### src/rtl/sha3_pkg.sv
// Shared constants, FSM states and lane tagging for the SHA3-256 rate padder.
// Pure declarations; no logic of its own.
package sha3_pkg;

  localparam int         RATE_BYTES = 136;
  localparam int         RATE_LANES = RATE_BYTES / 8;
  localparam logic [7:0] PAD_DS     = 8'h06;
  localparam logic [7:0] PAD_END    = 8'h80;

  typedef enum logic [1:0] {ABSORB, EMIT, PAD} state_t;

  typedef struct packed {
    logic [4:0] idx;
    logic       blk_end;
    logic       is_final;
  } lane_tag_t;

  // First lane holding no message data yet: ceil(cnt / 8).
  function automatic logic [4:0] next_lane_idx(input logic [7:0] cnt);
    return cnt[7:3] + {4'd0, |cnt[2:0]};
  endfunction

endpackage

### src/rtl/ppa_sk_i8_o8.sv
// 8-bit Sklansky parallel-prefix adder, carry-in 0, carry-out dropped.
// Combinational, three prefix levels.
module ppa_sk_i8_o8 (
  input  logic [7:0] a,
  input  logic [7:0] b,
  output logic [7:0] sum
);

  logic [7:0] g0, p0, g1, p1, g2, p2, g3;

  always_comb begin
    g0 = a & b;
    p0 = a ^ b;
    // Level 1: odd bits absorb their even neighbour.
    g1 = g0 | (p0 & {g0[6], 1'b0, g0[4], 1'b0, g0[2], 1'b0, g0[0], 1'b0});
    p1 = p0 & {p0[6], 1'b1, p0[4], 1'b1, p0[2], 1'b1, p0[0], 1'b1};
    g2 = g1 | (p1 & {g1[5], g1[5], 2'b00, g1[1], g1[1], 2'b00});
    p2 = p1 & {p1[5], p1[5], 2'b11, p1[1], p1[1], 2'b11};
    g3 = g2 | (p2 & {{4{g2[3]}}, 4'b0000});
    sum = p0 ^ {g3[6:0], 1'b0};
  end

endmodule

### src/rtl/sha3_rate_padder.sv
// Packs message bytes into 64-bit lanes with SHA3 0x06..0x80 padding; lane valid the cycle after it completes.
// in_ready drops while a lane waits on out_ready, so bytes stall upstream rather than being dropped.
module sha3_rate_padder #(
  parameter int RATE_BYTES = sha3_pkg::RATE_BYTES
) (
  input  logic        clk,
  input  logic        rst_n,
  input  logic        in_valid,
  input  logic [7:0]  in_data,
  input  logic        in_last,
  input  logic        in_nobyte,
  output logic        in_ready,
  output logic        out_valid,
  output logic [63:0] out_lane,
  output logic [4:0]  out_idx,
  output logic        out_blk_end,
  output logic        out_final,
  input  logic        out_ready
);

  import sha3_pkg::*;

  localparam logic [7:0] RATE_END = 8'(RATE_BYTES);
  localparam logic [4:0] LAST_IDX = 5'(RATE_BYTES / 8 - 1);

  state_t      state, state_nxt;
  logic [7:0]  cnt, cnt_nxt, cnt_step, cnt_sum, cnt_inc;
  logic [63:0] lane, lane_nxt;
  logic        pad_pend, pad_pend_nxt, pad_done, pad_done_nxt;
  lane_tag_t   tag, tag_nxt;
  logic [2:0]  off;
  logic [4:0]  cur_idx, pad_idx;

  assign cnt_step = (state == PAD) ? 8'd8 : 8'd1;

  ppa_sk_i8_o8 u_cnt_add (
    .a   (cnt),
    .b   (cnt_step),
    .sum (cnt_sum)
  );

  assign cnt_inc = (cnt_sum == RATE_END) ? 8'd0 : cnt_sum;
  assign off     = cnt[2:0];
  assign cur_idx = cnt[7:3];
  // After a short last lane cnt sits mid-lane, so padding lanes round up.
  assign pad_idx = next_lane_idx(cnt);

  assign in_ready    = (state == ABSORB);
  assign out_valid   = (state == EMIT);
  assign out_lane    = lane;
  assign out_idx     = tag.idx;
  assign out_blk_end = tag.blk_end;
  assign out_final   = tag.is_final;

  always_comb begin
    state_nxt    = state;
    cnt_nxt      = cnt;
    lane_nxt     = lane;
    pad_pend_nxt = pad_pend;
    pad_done_nxt = pad_done;
    tag_nxt      = tag;
    unique case (state)
      ABSORB: begin
        if (in_valid) begin
          cnt_nxt = cnt_inc;
          lane_nxt[{off, 3'b000} +: 8] = in_nobyte ? PAD_DS : in_data;
          if (in_last && !in_nobyte && off == 3'd7) begin
            pad_pend_nxt = 1'b1;
          end else if (in_last) begin
            if (!in_nobyte) lane_nxt[{off + 3'd1, 3'b000} +: 8] = PAD_DS;
            if (cur_idx == LAST_IDX) lane_nxt[63:56] = lane_nxt[63:56] ^ PAD_END;
            pad_done_nxt = 1'b1;
          end
          if (in_last || off == 3'd7) begin
            state_nxt = EMIT;
            tag_nxt   = '{idx: cur_idx, blk_end: cur_idx == LAST_IDX,
                          is_final: (cur_idx == LAST_IDX) && pad_done_nxt};
          end
        end
      end
      EMIT: begin
        if (out_ready) begin
          lane_nxt = '0;
          tag_nxt  = '0;
          if (tag.is_final) begin
            cnt_nxt      = '0;
            pad_pend_nxt = 1'b0;
            pad_done_nxt = 1'b0;
            state_nxt    = ABSORB;
          end else if (pad_pend || pad_done) begin
            state_nxt = PAD;
          end else begin
            state_nxt = ABSORB;
          end
        end
      end
      PAD: begin
        lane_nxt = '0;
        if (pad_pend) begin
          lane_nxt[7:0] = PAD_DS;
          pad_pend_nxt  = 1'b0;
          pad_done_nxt  = 1'b1;
        end
        if (pad_idx == LAST_IDX) lane_nxt[63:56] = lane_nxt[63:56] ^ PAD_END;
        cnt_nxt   = cnt_inc;
        tag_nxt   = '{idx: pad_idx, blk_end: pad_idx == LAST_IDX,
                      is_final: (pad_idx == LAST_IDX) && pad_done_nxt};
        state_nxt = EMIT;
      end
      default: state_nxt = ABSORB;
    endcase
  end

  always_ff @(posedge clk or negedge rst_n) begin
    if (!rst_n) begin
      state    <= ABSORB;
      cnt      <= '0;
      lane     <= '0;
      pad_pend <= 1'b0;
      pad_done <= 1'b0;
      tag      <= '0;
    end else begin
      state    <= state_nxt;
      cnt      <= cnt_nxt;
      lane     <= lane_nxt;
      pad_pend <= pad_pend_nxt;
      pad_done <= pad_done_nxt;
      tag      <= tag_nxt;
    end
  end

endmodule

### config.mk
export PLATFORM = sky130hd
export DESIGN_NAME = sha3_rate_padder
export DESIGN_NICKNAME = d
export VERILOG_FILES = /design/src/rtl/sha3_pkg.sv /design/src/rtl/ppa_sk_i8_o8.sv /design/src/rtl/sha3_rate_padder.sv
export SDC_FILE = /design/constraint.sdc
export NUM_CORES = 1
export LEC_CHECK = 0
export BUFFER_PORTS_ARGS = -buffer_cell sky130_fd_sc_hd__buf_2
export CORE_MARGIN = 2
export CORE_UTILIZATION = 51
export CTS_CLUSTER_SIZE = 40
export DETAILED_ROUTE_END_ITERATION = 6
export GPL_TIMING_DRIVEN = 0
export PLACE_DENSITY = 0.86
export SETUP_SLACK_MARGIN = 0.3
export SLEW_MARGIN = 20
export SYNTH_ARGS = -nofsm -noshare
export SYNTH_HDL_FRONTEND = slang
export SYNTH_HIERARCHICAL = 1
export SYNTH_SLANG_ARGS = --single-unit
### constraint.sdc
create_clock -name clk -period 2.8 [get_ports clk]
set_clock_uncertainty 0.15 [all_clocks]
set_input_delay 0 -clock clk [delete_from_list [all_inputs] [get_ports clk]]
set_output_delay 0 -clock clk [all_outputs]
set_load 0.005 [all_outputs]
==> run_results.csv, run 1 <==
group,metric,value,unit
status,outcome,"complete, but fails checks",
status,violations,"negative hold slack, negative setup slack",
setup_path,worstSetupPathType,"reg2reg",
yosys,synth_cell_types,58,
global_route,antenna_found_initial,0,
yosys,yosysTopAreaCell,"dfrtp_1",
cts,ctsHtreeMaxLevel,3,
timing,setup_viol,4,
setup_path,crit_fanout,7,
cts,cts_buffer_depth,2,
timing,rsz0062_at_grt,"true",
timing,max_freq,346,MHz
timing,min_period,2.89,ns
yosys,synth_area_leaders,"dfrtp_1 (45%), mux2i_1 (6.9%), ha_1 (5.6%)",
timing,slew_viol_final,0,
global_route,grt_max_degree,50,
cells_and_area,fin_nets,658,
yosys,yosys.area.top_type_share,0.447,
setup_path,required,2.94,ns
route,wirelength,15100,um
cts,cts_tree,"yes",
route,drc,0,
cts,path_clk_slew,0.10,ns
yosys,postSynthAreaPerCell,9.71,um^2
die,dieArea,9900,um^2
power_and_ir_drop,power,7.17,mW
timing,final-hold-violation-count,2,
timing,period_share,1.03,
cells_and_area,final_cell_area,6200,um^2
power_and_ir_drop,ir_worst_vdd,511,uV
yosys,yosys_warnings,6,
setup_path,cp_top_family,"simple AND/OR/NAND/NOR gates",
die,coreArea,8760,um^2
yosys,synth_ff_type,"dfrtp_1",
die,dieHeight,99.5,um
yosys,ys_seq_area_frac,0.447,
route,postRouteAntennaNets,0,
timing,max-slew-margin-rel,0.451,
power_and_ir_drop,power_density,1160,nW/um^2
cts,worst_skew_pair.late_latency,0.38,ns
global_route,grt_overflow,0,
job,drv_cap,0,
power_and_ir_drop,power_leakage,2.99,nW
setup_path,cp_data_arrival_time,3.03,ns
die,die_w,99.5,um
setup_path,r2r_start,"cnt[1]$_DFFE_PN0P_",
setup_path,slowest_stage,"or4_4",
setup_path,critPathLaunchType,"register",
cells_and_area,drive_above_1_share,0.346,
yosys,yosys_register_bits,83,
route,initialDrtViolationCount,444,
cts,cts_sinks,83,
global_route,grt_pass1_wl,20900,um
die,io-pin-count,87,
setup_path,slowest_delay,0.55,ns
setup_path,critPathLaunch,"cnt[1]$_DFFE_PN0P_",
die,start_util,0.531,
place,dp_slack,-0.274,ns
cells_and_area,syn_to_final_growth,33.4,%
hold_path,hold_class,"in2reg",
yosys,synth-edff-count,0,
place,gp_congestion,0.983,
route,vias,4625,
global_route,grt_use_total,0.268,
yosys,ys_async_sr_fraction,1.00,
place,placed_area,5350,um^2
global_route,grt_pass1_vias,4303,
timing,layout_setup_ws,-0.0863,ns
die,row_count,34,
yosys,synthCells,479,
cts,cts_buffers,9,
place,numPortBuffers,86,
route,wl_per_cell,20.6,um
hold_path,min-delay-start,"in_valid",
cells_and_area,final_cell_mix,"buf_2 (93), dfrtp_1 (81), nor2_1 (70), nand2_1 (40), mux2i_1 (32)",
setup_path,cpMostUsedCell,"ha_4",
cells_and_area,insertedDiodeCount,0,
timing,hold_slack,-0.00406,ns
setup_path,end_kind,"register",
route,drt-pass1-iter-count,5,
route,via_per_inst,6.31,
timing,tightestPinTransition,0.821,ns
setup_path,cp_cell_sequence,"buf_12, clkinv_8, ha_4, ha_4, inv_4, ha_4, ha_4, xor2_1, or4_4, nor3_4, o21ai_1, a31oi_1",
place,dpl.hpwl,9260,um
yosys,syn-cell-area,4650,um^2
setup_path,crit_buf_inv,3,
cts,cts-root-buf,"clkbuf_8",
cells_and_area,final_common_cell,"buf_2",
-- cells in the mapped netlist (4+ instances only) --
| master | number |
|---|---|
| dfrtp_1 | 83 |
| nor2_1 | 70 |
| a21oi_1 | 42 |
| nand2_1 | 40 |
| mux2i_1 | 32 |
| nand3_1 | 24 |
| ha_1 | 21 |
| inv_1 | 20 |
| o22a_1 | 12 |
| buf_2 | 10 |
| o21ai_1 | 9 |
| a21oi_2 | 8 |
| a22o_1 | 8 |
| a22oi_1 | 8 |
| a31oi_1 | 8 |
| nor3_1 | 6 |
| o21ai_0 | 6 |
| nor2b_1 | 5 |
| xor2_1 | 5 |
| clkbuf_1 | 4 |
| nand2b_1 | 4 |
| xnor2_1 | 4 |
-- worst min-delay path, cell delays in order --
cell     delay (ns)
buf_2          0.10
o21ai_0        0.08
a21o_1         0.21
o41ai_1        0.10
-- state kept, by name, summed over array words and instances (netlist names) --
name / cells
out_blk_end: 1
pad_done: 1
out_final: 1
pad_pend: 1
cnt: 8
state: 2
out_lane: 64
out_idx: 5
-- stage by stage --
stage,std cells,setup TNS [ns],util
after global placement,680,-0.362,0.607
after CTS,722,-0.00175,0.670
after detailed placement,681,-0.559,0.611
after global routing,733,-0.859,0.708
final,733,-0.189,0.708
after floorplan,486,0,-
-- logic make-up after synthesis --
kind of cell | Yosys count | synth area share
XOR/XNOR | 9 | 0.0169
AND/OR/NAND/NOR | 178 | 0.197
buffers and inverters | 39 | 0.0390
AO/OA/AOI/OAI | 113 | 0.161
other | 1 | 0.000806
adder cells (fa/ha/maj) | 24 | 0.0694
flip-flops | 83 | 0.447
multiplexers | 32 | 0.0689
-- power breakdown --
| group | internal (mW) | switching, mW | total (mW) |
|---|---|---|---|
| combinational | 1.82 | 2.72 | 4.54 |
| sequential | 1.50 | 0.291 | 1.79 |
| clock | 0.336 | 0.508 | 0.845 |
| total | 3.66 | 3.52 | 7.17 |
-- layout make-up --
class                   instances  area [um^2]
plain buffers                  19          121
fillers                       583         2560
multi-input cells             364         2810
flip-flops and latches         83         2080
inverters                      20         97.6
repair buffers                123          782
well taps                     108          135
clock buffers                   9          124
clock inverters                 7         57.6
-- final timing paths --
path	end	slack [ns]	cells after the start
setup / recovery	out_final$_DFFE_PN0P_	-0.09	12
min in group asynchronous	pad_pend$_DFFE_PN0P_	0.42	3
max in group asynchronous	out_final$_DFFE_PN0P_	0.57	4
hold reg to reg	out_lane[58]$_DFFE_PN0P_	0.37	1
hold / removal	state[1]$_DFFE_PN0P_	-0.004	4
setup reg to reg	out_final$_DFFE_PN0P_	-0.09	12
-- per-layer routing --
layer / share of wire / routed length, um / global-route usage / vias to the layer above
met5: 0 / 0 / 0 / -
met4: 0.047 / 709 / 0.0885 / 0
met3: 0.092 / 1390 / 0.0555 / 81
met2: 0.48 / 7220 / 0.446 / 328
met1: 0.38 / 5780 / 0.351 / 2248
li1: - / - / - / 1968
-- repair_timing --
action | 4_1_cts | 5_1_grt
hold endpoints to repair | 99 | 0
gates resized for setup | 20 | 55
hold buffers | 11 | 0
buffers inserted | 14 | 11
pin swaps | 13 | 18
endpoints found under the setup margin | 71 | 72
(Power assumes the default switching activity.)
==> run 2, diff against run 1 <==
--- a/config.mk
+++ b/config.mk
@@ -6,8 +6,10 @@
 export NUM_CORES = 1
 export LEC_CHECK = 0
 export BUFFER_PORTS_ARGS = -buffer_cell sky130_fd_sc_hd__buf_2
+export CELL_PAD_IN_SITES_DETAIL_PLACEMENT = 1
+export CELL_PAD_IN_SITES_GLOBAL_PLACEMENT = 1
 export CORE_MARGIN = 2
-export CORE_UTILIZATION = 51
+export CORE_UTILIZATION = 39
 export CTS_CLUSTER_SIZE = 40
 export DETAILED_ROUTE_END_ITERATION = 6
 export GPL_TIMING_DRIVEN = 0
==> run_results.csv, run 2 (synthesized netlist as in run 1, its figures left out) <==
group,metric,value,unit
global_route,grt_pass1_vias,4839,
route,drt-pass1-iter-count,7,
die,dieArea,12800,um^2
global_route,antenna_found_initial,0,
cts,cts_buffers,9,
cells_and_area,syn_to_final_growth,42.0,%
place,dpl.hpwl,10600,um
die,coreArea,11500,um^2
setup_path,crit_fanout,3,
route,vias,4668,
timing,final-hold-violation-count,0,
die,start_util,0.404,
cells_and_area,largest_reg_flops,64,
cts,cts-root-buf,"clkbuf_16",
die,dieHeight,113,um
timing,rsz0062_at_grt,"true",
die,io-pin-count,87,
cells_and_area,final_cell_mix,"buf_2 (89), dfrtp_1 (80), nor2_1 (61), nand2_1 (38)",
power_and_ir_drop,power_density,1250,nW/um^2
timing,max_freq,349,MHz
cts,cts_buffer_depth,2,
setup_path,worstSetupPathType,"reg2reg",
setup_path,rr_worst_depth,12,
timing,max-slew-margin-rel,0.332,
cts,cts_sinks,83,
place,dp_slack,-0.314,ns
timing,tightestPinTransition,1.00,ns
timing,slew_viol_final,0,
timing,layout_setup_ws,-0.0691,ns
route,initialDrtViolationCount,405,
power_and_ir_drop,power_leakage,3.09,nW
cts,worst_skew_pair.late_latency,0.35,ns
cells_and_area,insertedDiodeCount,0,
route,via_per_inst,6.03,
route,drc,6,
timing,setup_viol,5,
global_route,grt_use_total,0.273,
cells_and_area,drive_above_1_share,0.418,
cts,path_clk_slew,0.07,ns
global_route,grt_pass1_wl,27000,um
power_and_ir_drop,ir_worst_vdd,518,uV
global_route,grt_max_degree,48,
cts,ctsHtreeMaxLevel,3,
place,dpl.cell_count,716,
cells_and_area,final_cell_area,6610,um^2
status,outcome,"complete, but fails checks",
route,postRouteAntennaNets,0,
timing,min_period,2.87,ns
place,placed_area,5400,um^2
hold_path,hold_class,"in2async",
die,row_count,39,
setup_path,cp_data_arrival_time,3.00,ns
cells_and_area,fin_nets,664,
timing,period_share,1.02,
setup_path,cp_cell_sequence,"inv_2, ha_4, inv_4, ha_4, fa_2, a21o_2, a21oi_2, fa_2, inv_2, nor4b_4, a211oi_2, a22o_1",
global_route,grt_overflow,0,
job,drv_cap,0,
setup_path,slowest_stage,"fa_2",
setup_path,critPathLaunchType,"register",
cells_and_area,final_common_cell,"buf_2",
status,violations,"design-rule violations, negative setup slack",
place,gp_congestion,0.874,
die,die_w,113,um
route,wirelength,19600,um
setup_path,slowest_delay,0.45,ns
setup_path,required,2.94,ns
cts,cts_tree,"yes",
route,wl_per_cell,25.3,um
cells_and_area,final-instance-count-excl-fill,774,
place,numPortBuffers,86,
setup_path,end_kind,"register",
timing,hold_slack,0.0210,ns
run 2: path summary, 6_finish.rpt:
check                                   startpoint                       end  slack, ns
setup reg to reg              state[0]$_DFFE_PN0P_        cnt[3]$_DFFE_PN0P_      -0.07
hold / removal                               rst_n        cnt[5]$_DFFE_PN0P_       0.02
min in group clk                        in_data[1]   out_lane[1]$_DFFE_PN0P_       0.02
max in group asynchronous                    rst_n  out_lane[59]$_DFFE_PN0P_       1.85
hold reg to reg            out_lane[6]$_DFFE_PN0P_   out_lane[6]$_DFFE_PN0P_       0.36
setup / recovery              state[0]$_DFFE_PN0P_        cnt[3]$_DFFE_PN0P_      -0.07
run 2: cell type report:
type | instances | area [um^2]
plain buffers | 19 | 143
clock buffers | 9 | 225
clock inverters | 7 | 58.8
fillers | 1251 | 4910
inverters | 20 | 87.6
multi-input cells | 364 | 3000
flip-flops and latches | 83 | 2080
well taps | 143 | 179
repair buffers | 129 | 833
run 2: critical path: cells and delay by family (launching register included):
kind	cells	cell delay, ns
adders and majority gates	4	1.15
buffers and inverters	3	0.23
DFF	1	0.39
and+or+nand+nor	1	0.06
AOI/OAI and AO/OA	4	0.82
run 2: metrics by stage:
stage | TNS (ns) | util | power (mW)
floorplan | 0 | - | 4.20
global placement | -0.387 | 0.466 | 5.08
global route | -0.430 | 0.574 | 8.58
finish | -0.144 | 0.574 | 8.25
detailed placement | -0.724 | 0.468 | 5.27
CTS | -0.101 | 0.532 | 7.03
run 2: repair_timing:
item | in CTS | in global routing
hold buffers | 7 | 0
endpoints found under the setup margin | 73 | 71
pin swaps | 30 | 46
endpoints found under the hold margin | 95 | 0
gates resized for setup | 44 | 80
buffers inserted | 22 | 13
run 2: routing by layer:
layer / vias to the layer above / track usage / share of wire
met5: - / 0 / 0
met4: 0 / 0.133 / 0.043
met3: 74 / 0.0428 / 0.062
met1: 2373 / 0.347 / 0.41
li1: 1976 / - / -
met2: 245 / 0.455 / 0.49
run 2: power by group:
part           internal (mW)  switching (mW)  leakage (nW)  total [mW]
Combinational           2.07            3.14          1.84        5.22
Sequential              1.51           0.333          1.11        1.84
Clock                  0.618           0.575         0.139        1.19
